## src/rtl/pattern_pixel_source.sv

```systemverilog
// Test-pattern pixel source that scans an X_SIZE x Y_SIZE frame with sof/eol markers.
// Supported modes are solid, colour bars, gradient and checker. Config is latched once per frame.
module pattern_pixel_source #(
  parameter int X_SIZE      = 640,
  parameter int Y_SIZE      = 480,
  parameter int CHECK_SHIFT = 5,
  parameter int FC_W        = 16
) (
  input  logic            aclk,
  input  logic            aresetn,
  input  logic            enable,
  input  logic [1:0]      mode,
  input  logic [23:0]     solid_rgb,
  input  logic            ready,
  output logic            valid,
  output logic [7:0]      r,
  output logic [7:0]      g,
  output logic [7:0]      b,
  output logic            sof,
  output logic            eol,
  output logic [FC_W-1:0] frame_count,
  output logic            busy
);

  localparam int XW  = (X_SIZE > 1) ? $clog2(X_SIZE) : 1;
  localparam int YW  = (Y_SIZE > 1) ? $clog2(Y_SIZE) : 1;
  localparam int BW  = X_SIZE / 8;
  localparam int BCW = (BW > 1) ? $clog2(BW) : 1;

  localparam logic [XW-1:0]  X_LAST  = XW'(X_SIZE - 1);
  localparam logic [YW-1:0]  Y_LAST  = YW'(Y_SIZE - 1);
  localparam logic [BCW-1:0] BC_LAST = BCW'(BW - 1);

  localparam logic [0:0] S_IDLE = 1'b0;
  localparam logic [0:0] S_RUN  = 1'b1;

  logic [0:0]      state_q, state_d;
  logic [XW-1:0]   x_q, x_d;
  logic [YW-1:0]   y_q, y_d;
  logic [BCW-1:0]  bar_cnt_q, bar_cnt_d;
  logic [2:0]      bar_idx_q, bar_idx_d;
  logic [FC_W-1:0] fc_q, fc_d;
  logic [1:0]      mode_q, mode_d;
  logic [23:0]     rgb_q, rgb_d;

  always_comb begin
    state_d   = state_q;
    x_d       = x_q;
    y_d       = y_q;
    bar_cnt_d = bar_cnt_q;
    bar_idx_d = bar_idx_q;
    fc_d      = fc_q;
    mode_d    = mode_q;
    rgb_d     = rgb_q;
    case (state_q)
      S_IDLE: begin
        if (enable) begin
          state_d   = S_RUN;
          mode_d    = mode;
          rgb_d     = solid_rgb;
          x_d       = '0;
          y_d       = '0;
          bar_cnt_d = '0;
          bar_idx_d = '0;
        end
      end
      default: begin
        if (ready) begin
          if (x_q == X_LAST) begin
            x_d       = '0;
            bar_cnt_d = '0;
            bar_idx_d = '0;
            if (y_q == Y_LAST) begin
              // Frame boundary: the only point where config may change.
              y_d  = '0;
              fc_d = fc_q + 1'b1;
              if (enable) begin
                mode_d = mode;
                rgb_d  = solid_rgb;
              end else begin
                state_d = S_IDLE;
              end
            end else begin
              y_d = y_q + 1'b1;
            end
          end else begin
            x_d = x_q + 1'b1;
            if (bar_cnt_q == BC_LAST) begin
              bar_cnt_d = '0;
              bar_idx_d = bar_idx_q + 1'b1;
            end else begin
              bar_cnt_d = bar_cnt_q + 1'b1;
            end
          end
        end
      end
    endcase
  end

  always_ff @(posedge aclk or negedge aresetn) begin
    if (!aresetn) begin
      state_q   <= S_IDLE;
      x_q       <= '0;
      y_q       <= '0;
      bar_cnt_q <= '0;
      bar_idx_q <= '0;
      fc_q      <= '0;
      mode_q    <= '0;
      rgb_q     <= '0;
    end else begin
      state_q   <= state_d;
      x_q       <= x_d;
      y_q       <= y_d;
      bar_cnt_q <= bar_cnt_d;
      bar_idx_q <= bar_idx_d;
      fc_q      <= fc_d;
      mode_q    <= mode_d;
      rgb_q     <= rgb_d;
    end
  end

  logic        run;
  logic        sel;
  logic [23:0] pix;

  assign run = (state_q == S_RUN);
  // A checker bit beyond the counter width is zero, so the mask form needs no range guard.
  assign sel = (|(x_q & (XW'(1) << CHECK_SHIFT))) ^ (|(y_q & (YW'(1) << CHECK_SHIFT)));

  always_comb begin
    pix = '0;
    case (mode_q)
      2'd0:    pix = rgb_q;
      2'd1:    pix = {{8{~bar_idx_q[1]}}, {8{~bar_idx_q[2]}}, {8{~bar_idx_q[0]}}};
      2'd2:    pix = {8'(x_q), 8'(y_q), 8'(fc_q)};
      default: pix = sel ? ~rgb_q : rgb_q;
    endcase
  end

  assign valid       = run;
  assign busy        = run;
  assign sof         = run && (x_q == '0) && (y_q == '0);
  assign eol         = run && (x_q == X_LAST);
  assign {r, g, b}   = run ? pix : 24'h0;
  assign frame_count = fc_q;

endmodule

```

## config.mk

```make
export PLATFORM = sky130hd
export DESIGN_NAME = pattern_pixel_source
export DESIGN_NICKNAME = d
export VERILOG_FILES = /design/src/rtl/pattern_pixel_source.sv
export SDC_FILE = /design/constraint.sdc
export NUM_CORES = 1
export LEC_CHECK = 0
export ABC_AREA = 1
export BUFFER_PORTS_ARGS = -buffer_cell sky130_fd_sc_hd__buf_2
export CAP_MARGIN = 30
export CORE_MARGIN = 1
export CORE_UTILIZATION = 55
export CTS_CLUSTER_SIZE = 28
export DETAILED_ROUTE_END_ITERATION = 10
export PLACE_DENSITY = 0.78
export RECOVER_POWER = 25
export SLEW_MARGIN = 10
export SYNTH_ARGS = -nofsm -noshare
export SYNTH_HDL_FRONTEND = slang
export SYNTH_SLANG_ARGS = --single-unit
```

## constraint.sdc

```tcl
create_clock -name aclk -period 2.45 [get_ports aclk]
set_clock_uncertainty 0.1 [all_clocks]
set_input_delay 0.6125 -clock aclk [delete_from_list [all_inputs] [get_ports aclk]]
set_output_delay 0.6125 -clock aclk [all_outputs]
set_load 0.005 [all_outputs]
```

# ---- Word-level counts from Yosys, hierarchy flattened
# Cells that the tools add are included.
dict set report totals {
  reg_bits 72
  input_bits 30
  elab_cells 76
}
dict set report op_classes {
  n_eq_ne 9
  n_bitwise 5
  reduce_logical 12
  mux 37
  add_sub_neg 5
}
# op n
set ops {}
lappend ops {{2-to-1 mux 24 bit} 7}
lappend ops {{case mux 24 bit (3 select lines)} 1}
lappend ops {{2-to-1 mux 9 bit} 5}
lappend ops {{2-to-1 mux 10 bit} 4}
lappend ops {{2-to-1 mux 7 bit} 5}
lappend ops {{inverter 24 bit} 1}
lappend ops {{adder 16 x 1 -> 16 bit (second input constant)} 1}
lappend ops {{2-to-1 mux 3 bit} 5}
lappend ops {{adder 10 x 1 -> 10 bit (second input constant)} 1}
lappend ops {{equality test 10 bit (second input constant)} 1}
lappend ops {{zero test 10 bit} 1}
lappend ops {{2-to-1 mux 2 bit} 5}
lappend ops {{adder 9 x 1 -> 9 bit (second input constant)} 1}
lappend ops {{equality test 9 bit (second input constant)} 1}
lappend ops {{zero test 9 bit} 1}
lappend ops {{AND reduction 3 bit} 3}
lappend ops {{adder 7 x 1 -> 7 bit (second input constant)} 1}
lappend ops {{equality test 7 bit (second input constant)} 1}
lappend ops {{2-to-1 mux 1 bit} 5}
lappend ops {{!= test 2 x 1 -> 1 bit (second input constant)} 2}
lappend ops {{AND reduction 4 bit} 1}
lappend ops {{adder 3 x 1 -> 3 bit (second input constant)} 1}
lappend ops {{logical AND 1 bit} 3}
lappend ops {{!= test 3 x 1 -> 1 bit (second input constant)} 1}
lappend ops {{other kinds (8)} 10}

# ---- Depth between registers and ports, before layout
# Gate-level depths: netlist of run 1.
dict set report logic_depth {
  depth_word 5
  ltp_mapped 10
  mapped_depth_nobuf 9
}

# ---- Worst setup path before layout of run 1
# OpenSTA, ideal clock, no wires.
dict set report synth_timing {
  kind {reg-to-output}
  startpoint {reg mode_q[1]}
  endpoint {out b[3]}
  required_ns 1.737
  n_path_buf 2
  stages_incl_launch_ff 8
  slack_ns 0.453
  arrival_time_ns 1.285
  path_cell_list {dfrtp_1 > buf_4 > nor2_1 > buf_2 > nand2_1 > nand3_1 > nand2_1 > a31oi_1}
}
dict set report synth_between {
  elab_chain_cells 3
}
# element line_no
set synth_lines {}
lappend synth_lines {{start: declaration} 43} ;# logic [1:0] mode_q, mode_d;
lappend synth_lines {{start signal: assignment} 117} ;# mode_q <= mode_d;
lappend synth_lines {{equality test 2 bit, or another cell as far along} 132} ;# case (mode_q)
lappend synth_lines {{case mux 24 bit (3 select lines) (*)} 132}
lappend synth_lines {{2-to-1 mux 24 bit (*)} 144} ;# assign {r, g, b} = run ? pix : 24'h0;
lappend synth_lines {{end: declaration} 18} ;# output logic [7:0] b,
# Mark *: on every way between the ends. The rest lies on a longest branch, timed or not.

# ---- Worst setup path after layout of run 1
dict set report layout_timing {
  startpoint {reg mode_q[1]}
  endpoint {out g[3]}
}
dict set report layout_between {
  elab_chain_cells 3
}
# element line_no
set layout_lines {}
lappend layout_lines {{equality test 2 bit, or another cell as far along} 132}
lappend layout_lines {{case mux 24 bit (3 select lines) (*)} 132}
lappend layout_lines {{2-to-1 mux 24 bit (*)} 144}
lappend layout_lines {{end: declaration} 17} ;# output logic [7:0] g,
# Marked as above.

==> results_dict.tcl, run 1 <==
set metrics [dict create \
    crit_arrival_ns 1.76 \
    final.setup.worst_slack_ns -0.01947 \
    core_area_sq_um 8258 \
    io_buffers 73 \
    cts_buffer_depth 2 \
    synth_flop_cell "sky130_fd_sc_hd__dfrtp_1" \
    crit_required_ns 1.74 \
    ys_types 34 \
    timing.hold.worst.class "in2async" \
    grt_setup_unrepaired "true" \
    synthesis.area_sq_um 4728 \
    layout-area-overhead-vs-synth_pct 17.73 \
    vdd_ir_drop_max_v 0.0002892 \
    grt_max_degree 42 \
    final_hold_violations 0 \
    place_ws_ns 0.2014 \
    drtIter0Drc 342 \
    synth-seq-cells 72 \
    grt_antenna_before_repair 0 \
    design.die.area_sq_um 8972 \
    htreeDepth 3 \
    p_leak_nw 2.964 \
    route.vias.total 4715 \
    number_of_optimization_iterations_in_the_first_detailed_route_pass 5 \
    layout.nets 776 \
    synthAdderAreaFrac_pct 1.852 \
    finalHoldWorstSlack_ns 0.3677 \
    ant_nets 0 \
    stdcell_count 848 \
    synth_top_family_by_area "simple AND/OR/NAND/NOR gates" \
    dp.cells 826 \
    clock_tree_from_tritoncts "done" \
    synth_compound_area_share_pct 6.060 \
    global_route.usage.total_pct 27.53 \
    relSlewSlack_pct 25.04 \
    ys_warn_count 0 \
    max_cap_violations 0 \
    synth-xor-area-share_pct 7.965 \
    postPlaceCellArea_sq_um 5177 \
    clk_pin_slew_worst_paths_ns 0.07 \
    placementRows 33 \
    synthCells 662 \
    first_global_vias 4233 \
    worstSkewPairLatency_ns 0.34 \
    setup_viol 3 \
    worstSetupStartpointType "flip-flop" \
    async_reset_ff_share_pct 100.0 \
    status "complete, but fails checks" \
    post_drt_wl_per_cell_um 14.09 \
    pwr_cell_area_nw_per_um2 567.5 \
    cts_inserted_buffers 9 \
    number_of_enable_flip_flop_cells_after_synthesis 0 \
    floorplan.initialDensity_pct 57.26 \
    die_height_um 94.72 \
    grt_remaining_overflow 0 \
    wire_length_of_the_first_global_routing_pass_um 19350 \
    drive_gt1_share_pct 20.86 \
    diodes 0 \
    failed_checks "negative setup slack" \
    design.portCount 74 \
    synth_top_area_share_pct 38.11 \
    cp_max_fo 6 \
    fraction_of_the_mapped_netlist_area_in_simple_logic_gates_pct 38.29 \
    die_boundary_width_um 94.72 \
    worst-slew-pin-transition_ns 1.124 \
    critPathKind "reg2out" \
    clock_sink_count 72 \
    max_clock_freq_ghz 0.4049 \
    netlist_top_cells_area "sky130_fd_sc_hd__dfrtp_1 38%, sky130_fd_sc_hd__nand2_1 20%, sky130_fd_sc_hd__xor2_1 7.4%" \
    synth.area.mux_share_pct 0 \
    synth_sequential_area_ratio_pct 38.11 \
    design_area_sq_um 5567 \
    slew_viol_final 0 \
    crit_path_end_kind "primary output" \
    post-route-drc-count 0 \
    final_min_period_over_clock_period_pct 100.8 \
    post_drt_via_cell_ratio 5.560 \
    gp_routability_congestion 0.9664 \
    synth_fp_nets 699 \
    routed_wl_um 11950 \
    layout_min_cycle_time_ns 2.469 \
    synthDominantAreaCellType "sky130_fd_sc_hd__dfrtp_1" \
    dp_hpwl_um 8498 \
    cts-root-buf "sky130_fd_sc_hd__clkbuf_8" \
    syn_avg_cell_area_sq_um 7.142 \
]
==> cells by family (layout without fill, tap and decap cells) <==
kind of cell             Yosys count  in the layout
AO/OA/AOI/OAI                     50             50
XOR/XNOR                          43             43
buffers and inverters             76            157
AND/OR/NAND/NOR                  414            414
flip-flops                        72             72
adder cells (fa/ha/maj)            7              7
==> layer usage <==
layer,global-route usage [%],share of wire [%],vias to the layer above
met4,8.333,1.5,0
met2,44.30,47,188
li1,-,-,2295
met1,38.02,44,2210
met5,0,0,-
met3,4.509,6.9,22
==> cell usage after synthesis (8+ instances only) <==
library cell	number
sky130_fd_sc_hd__o21ai_0	14
sky130_fd_sc_hd__dfrtp_1	72
sky130_fd_sc_hd__o21ai_1	8
sky130_fd_sc_hd__clkbuf_1	8
sky130_fd_sc_hd__a31oi_1	24
sky130_fd_sc_hd__nand3_1	57
sky130_fd_sc_hd__nor2_1	47
sky130_fd_sc_hd__nand4_1	32
sky130_fd_sc_hd__nand2_1	253
sky130_fd_sc_hd__buf_2	12
sky130_fd_sc_hd__inv_1	39
sky130_fd_sc_hd__xor2_1	40
==> through the flow <==
| stage | total power, mW | util (%) | setup TNS (ns) |
|---|---|---|---|
| 6_report | 3.159 | 67.41 | -0.02919 |
| 5_1_grt | 3.341 | 67.41 | -2.215 |
| 4_1_cts | 3.114 | 65.67 | 0 |
| 3_5_place_dp | 2.118 | 62.70 | 0 |
| 3_3_place_gp | 2.083 | 62.70 | 0 |
| 2_1_floorplan | 1.941 | - | 0 |
==> final timing paths <==
check | startpoint | to | slack, ns | cells past startpoint
setup / recovery | mode_q[1]$_DFFE_PN0P_ | g[3] | -0.02 | 9
hold / removal | aresetn | bar_cnt_q[5]$_DFFE_PN0P_ | 0.37 | 1
setup reg to reg | x_q[0]$_DFFE_PN0P_ | rgb_q[2]$_DFFE_PN0P_ | 0.24 | 9
hold reg to reg | bar_cnt_q[1]$_DFFE_PN0P_ | bar_cnt_q[1]$_DFFE_PN0P_ | 0.43 | 2
max in group asynchronous | aresetn | rgb_q[4]$_DFFE_PN0P_ | 0.39 | 2
min in group aclk | enable | busy$_DFF_PN0_ | 0.41 | 3
==> flip-flops by register name (all words and copies together), names as in the netlist <==
signal and count:
bar_cnt_q 7, y_q 9, rgb_q 24, x_q 10
busy 1, bar_idx_q 3, mode_q 2, frame_count 16
==> what timing repair did <==
item	4_1_cts	5_1_grt
gates cloned	0	1
gates resized for setup	6	26
setup buffers	1	5
pin swaps	0	6
endpoints found under the setup margin	20	25
hold buffers	0	0
==> cell usage in the layout (no fill, tap or decap), types with 11 or more instances in the layout <==
master	netlist	layout
sky130_fd_sc_hd__nand3_1	57	51
sky130_fd_sc_hd__dfrtp_1	72	71
sky130_fd_sc_hd__buf_2	12	73
sky130_fd_sc_hd__inv_1	39	38
sky130_fd_sc_hd__o21ai_0	14	14
sky130_fd_sc_hd__nand2_2	2	11
sky130_fd_sc_hd__nand2_1	253	243
sky130_fd_sc_hd__xor2_1	40	39
sky130_fd_sc_hd__clkbuf_8	0	12
sky130_fd_sc_hd__nor2_1	47	45
sky130_fd_sc_hd__buf_4	7	17
sky130_fd_sc_hd__a31oi_1	24	22
sky130_fd_sc_hd__nand4_1	32	32
==> where the power goes <==
group,internal [mW],switching (mW)
sequential,1.31,0.156
combinational,0.312,0.411
clock,0.549,0.422
==> critical path: stages (launching register included) <==
cell                        delay [ns]
sky130_fd_sc_hd__dfrtp_1          0.42
sky130_fd_sc_hd__inv_2            0.07
sky130_fd_sc_hd__nor2_2           0.14
sky130_fd_sc_hd__buf_6            0.16
sky130_fd_sc_hd__clkbuf_16        0.14
sky130_fd_sc_hd__nand2_1          0.05
sky130_fd_sc_hd__nand3_1          0.09
sky130_fd_sc_hd__nand2_1          0.07
sky130_fd_sc_hd__a31oi_1          0.15
sky130_fd_sc_hd__buf_2            0.13
==> layout make-up <==
cell class | count | area, sq um
clock inverter | 2 | 37.54
sequential | 72 | 1803
clock buffer | 13 | 168.9
timing repair buffer | 99 | 605.6
multi-input combinational | 514 | 2658
fill | 720 | 2691
tap | 105 | 131.4
inverter | 43 | 162.7
(Power assumes the default switching activity.)
==> inputs of run 2 (changes only) <==
- CORE_UTILIZATION: 55 -> 58
- GPL_TIMING_DRIVEN: default -> 0
- PLACE_DENSITY: 0.78 -> 0.81
- SKIP_CTS_REPAIR_TIMING: default -> 1
==> run 2 against run 1 <==
  * The run still ends with negative setup slack left
  * First-iteration DRC count rose by 42%
  * Combinational power rose by 23%
  * Final area up 5.0%
  * Clock power grew 0.9%
  * Largest cell class unchanged
==> results_dict.tcl, run 2 (synthesis gave the netlist of run 1 again) <==
set metrics [dict create \
    critPathKind "reg2out" \
    first_global_vias 4359 \
    htreeDepth 3 \
    core_area_sq_um 7807 \
    post-route-drc-count 0 \
    final.setup.worst_slack_ns -0.1440 \
    final_hold_violations 0 \
    failed_checks "negative setup slack" \
    largest-register "rgb_q" \
    cts_buffer_depth 2 \
    global_route.usage.total_pct 30.07 \
    clock_sink_count 72 \
    vdd_ir_drop_max_v 0.0002976 \
    layout-area-overhead-vs-synth_pct 23.60 \
    drive_gt1_share_pct 25.49 \
    die_boundary_width_um 92.29 \
    design.die.area_sq_um 8517 \
    pwr_cell_area_nw_per_um2 571.4 \
    grt_remaining_overflow 0 \
    grt_antenna_before_repair 0 \
    drtIter0Drc 487 \
    layout.cells.most_common_list "234 x sky130_fd_sc_hd__nand2_1, 79 x sky130_fd_sc_hd__buf_2, 71 x sky130_fd_sc_hd__dfrtp_1, 45 x sky130_fd_sc_hd__nor2_1, 44 x sky130_fd_sc_hd__nand3_1" \
    status "complete, but fails checks" \
    cp_max_fo 6 \
    clock_tree_from_tritoncts "done" \
    worst-slew-pin-transition_ns 1.106 \
    clk_pin_slew_worst_paths_ns 0.09 \
    layout_min_cycle_time_ns 2.594 \
    n_fill_cell 604 \
    cts-root-buf "sky130_fd_sc_hd__clkbuf_8" \
    route.vias.total 4906 \
    timing.critical_path.slowest_cell_delay_ns 0.34 \
    final_core_utilization_pct 74.86 \
    grt_setup_unrepaired "true" \
    crit_path_end_kind "primary output" \
    final_common_cell "sky130_fd_sc_hd__nand2_1" \
    post_drt_wl_per_cell_um 15.03 \
    layout.nets 797 \
    grt_max_degree 53 \
    max_cap_violations 0 \
    dp_hpwl_um 8961 \
    largest_register_ff_count 24 \
    max_clock_freq_ghz 0.3855 \
    total_power_mw 3.340 \
    routed_wl_um 13030 \
    design.portCount 74 \
    worstSkewPairLatency_ns 0.36 \
    floorplan.initialDensity_pct 60.56 \
    post_drt_via_cell_ratio 5.659 \
    crit_arrival_ns 1.88 \
    crit_path_frequent_cell "sky130_fd_sc_hd__nand2_1" \
    gp_routability_congestion 0.8923 \
    slew_viol_final 0 \
    timing.hold.worst.class "in2async" \
    worstSetupStartpointType "flip-flop" \
    finalHoldWorstSlack_ns 0.3386 \
    critical_path.cell_chain "buf_6, inv_4, nor2_4, buf_4, nand2_1, nand3_1, nand2_1, a31oi_1, buf_2" \
    relSlewSlack_pct 26.25 \
    slowest_stage "sky130_fd_sc_hd__dfrtp_1" \
    p_leak_nw 3.153 \
    io_buffers 73 \
    wire_length_of_the_first_global_routing_pass_um 20400 \
    number_of_optimization_iterations_in_the_first_detailed_route_pass 5 \
    diodes 0 \
    setup_viol 19 \
    cts_inserted_buffers 9 \
    crit_required_ns 1.74 \
    final_min_period_over_clock_period_pct 105.9 \
    placementRows 32 \
    die_height_um 92.29 \
    ant_nets 0 \
]
[run 2: cell types whose count changed in the layout (fill, tap and decap cells not counted), sizes merged]
cell      previous run  this run
clkinvlp             1         2
buf                 96       110
clkbuf              16        21
clkinv               1         3
[run 2: path summary, 6_finish.rpt]
| kind | start | slack (ns) | end | cells past startpoint |
|---|---|---|---|---|
| hold / removal | aresetn | 0.34 | x_q[1]$_DFFE_PN0P_ | 1 |
| setup reg to reg | y_q[0]$_DFFE_PN0P_ | 0.50 | rgb_q[10]$_DFFE_PN0P_ | 9 |
| min in group aclk | enable | 0.40 | busy$_DFF_PN0_ | 3 |
| max in group asynchronous | aresetn | 0.51 | x_q[5]$_DFFE_PN0P_ | 2 |
| setup / recovery | mode_q[1]$_DFFE_PN0P_ | -0.14 | g[2] | 9 |
| hold reg to reg | bar_cnt_q[1]$_DFFE_PN0P_ | 0.42 | bar_cnt_q[1]$_DFFE_PN0P_ | 2 |
[run 2: stage by stage]
stage	std cells	TNS (ns)	setup slack, ns	area (sq um)
CTS	854	-5.713	-0.3279	5458
finish	867	-0.8960	-0.1440	5844
global placement	837	0	0.06633	5221
detailed placement	838	0	0.05328	5251
floorplan	662	0	0.4526	4728
global route	867	-2.649	-0.2141	5844
[run 2: metal layers]
| metal | global-route usage, % | vias up | part of all wire, % |
|---|---|---|---|
| met3 | 3.777 | 38 | 6.3 |
| met2 | 48.13 | 225 | 48 |
| met4 | 11.07 | 0 | 2.9 |
| met1 | 42.02 | 2302 | 43 |
| met5 | 0 | - | 0 |
| li1 | - | 2341 | - |
[run 2: where the power goes]
| part | internal (mW) | switching, mW | leakage (nW) |
|---|---|---|---|
| clock | 0.522 | 0.459 | 0.101 |
| sequential | 1.31 | 0.163 | 0.948 |
| combinational | 0.390 | 0.497 | 2.10 |
[run 2: area by class of cell]
type,count,area [sq um],area share (%)
clock buffers,11,151.4,2.590
inverters,43,170.2,2.912
plain buffers,33,276.5,4.731
flip-flops and latches,72,1803,30.85
repair buffers,87,480.5,8.221
well taps,102,127.6,2.184
multi-input cells,514,2780,47.57
clock inverters,5,55.05,0.9420
[run 2: critical path: cells and delay by family (launching register included)]
family,cells,cell delay [ns]
buffers and inverters,4,0.51
flip-flops,1,0.34
AO/OA/AOI/OAI,1,0.23
AND/OR/NAND/NOR,4,0.45
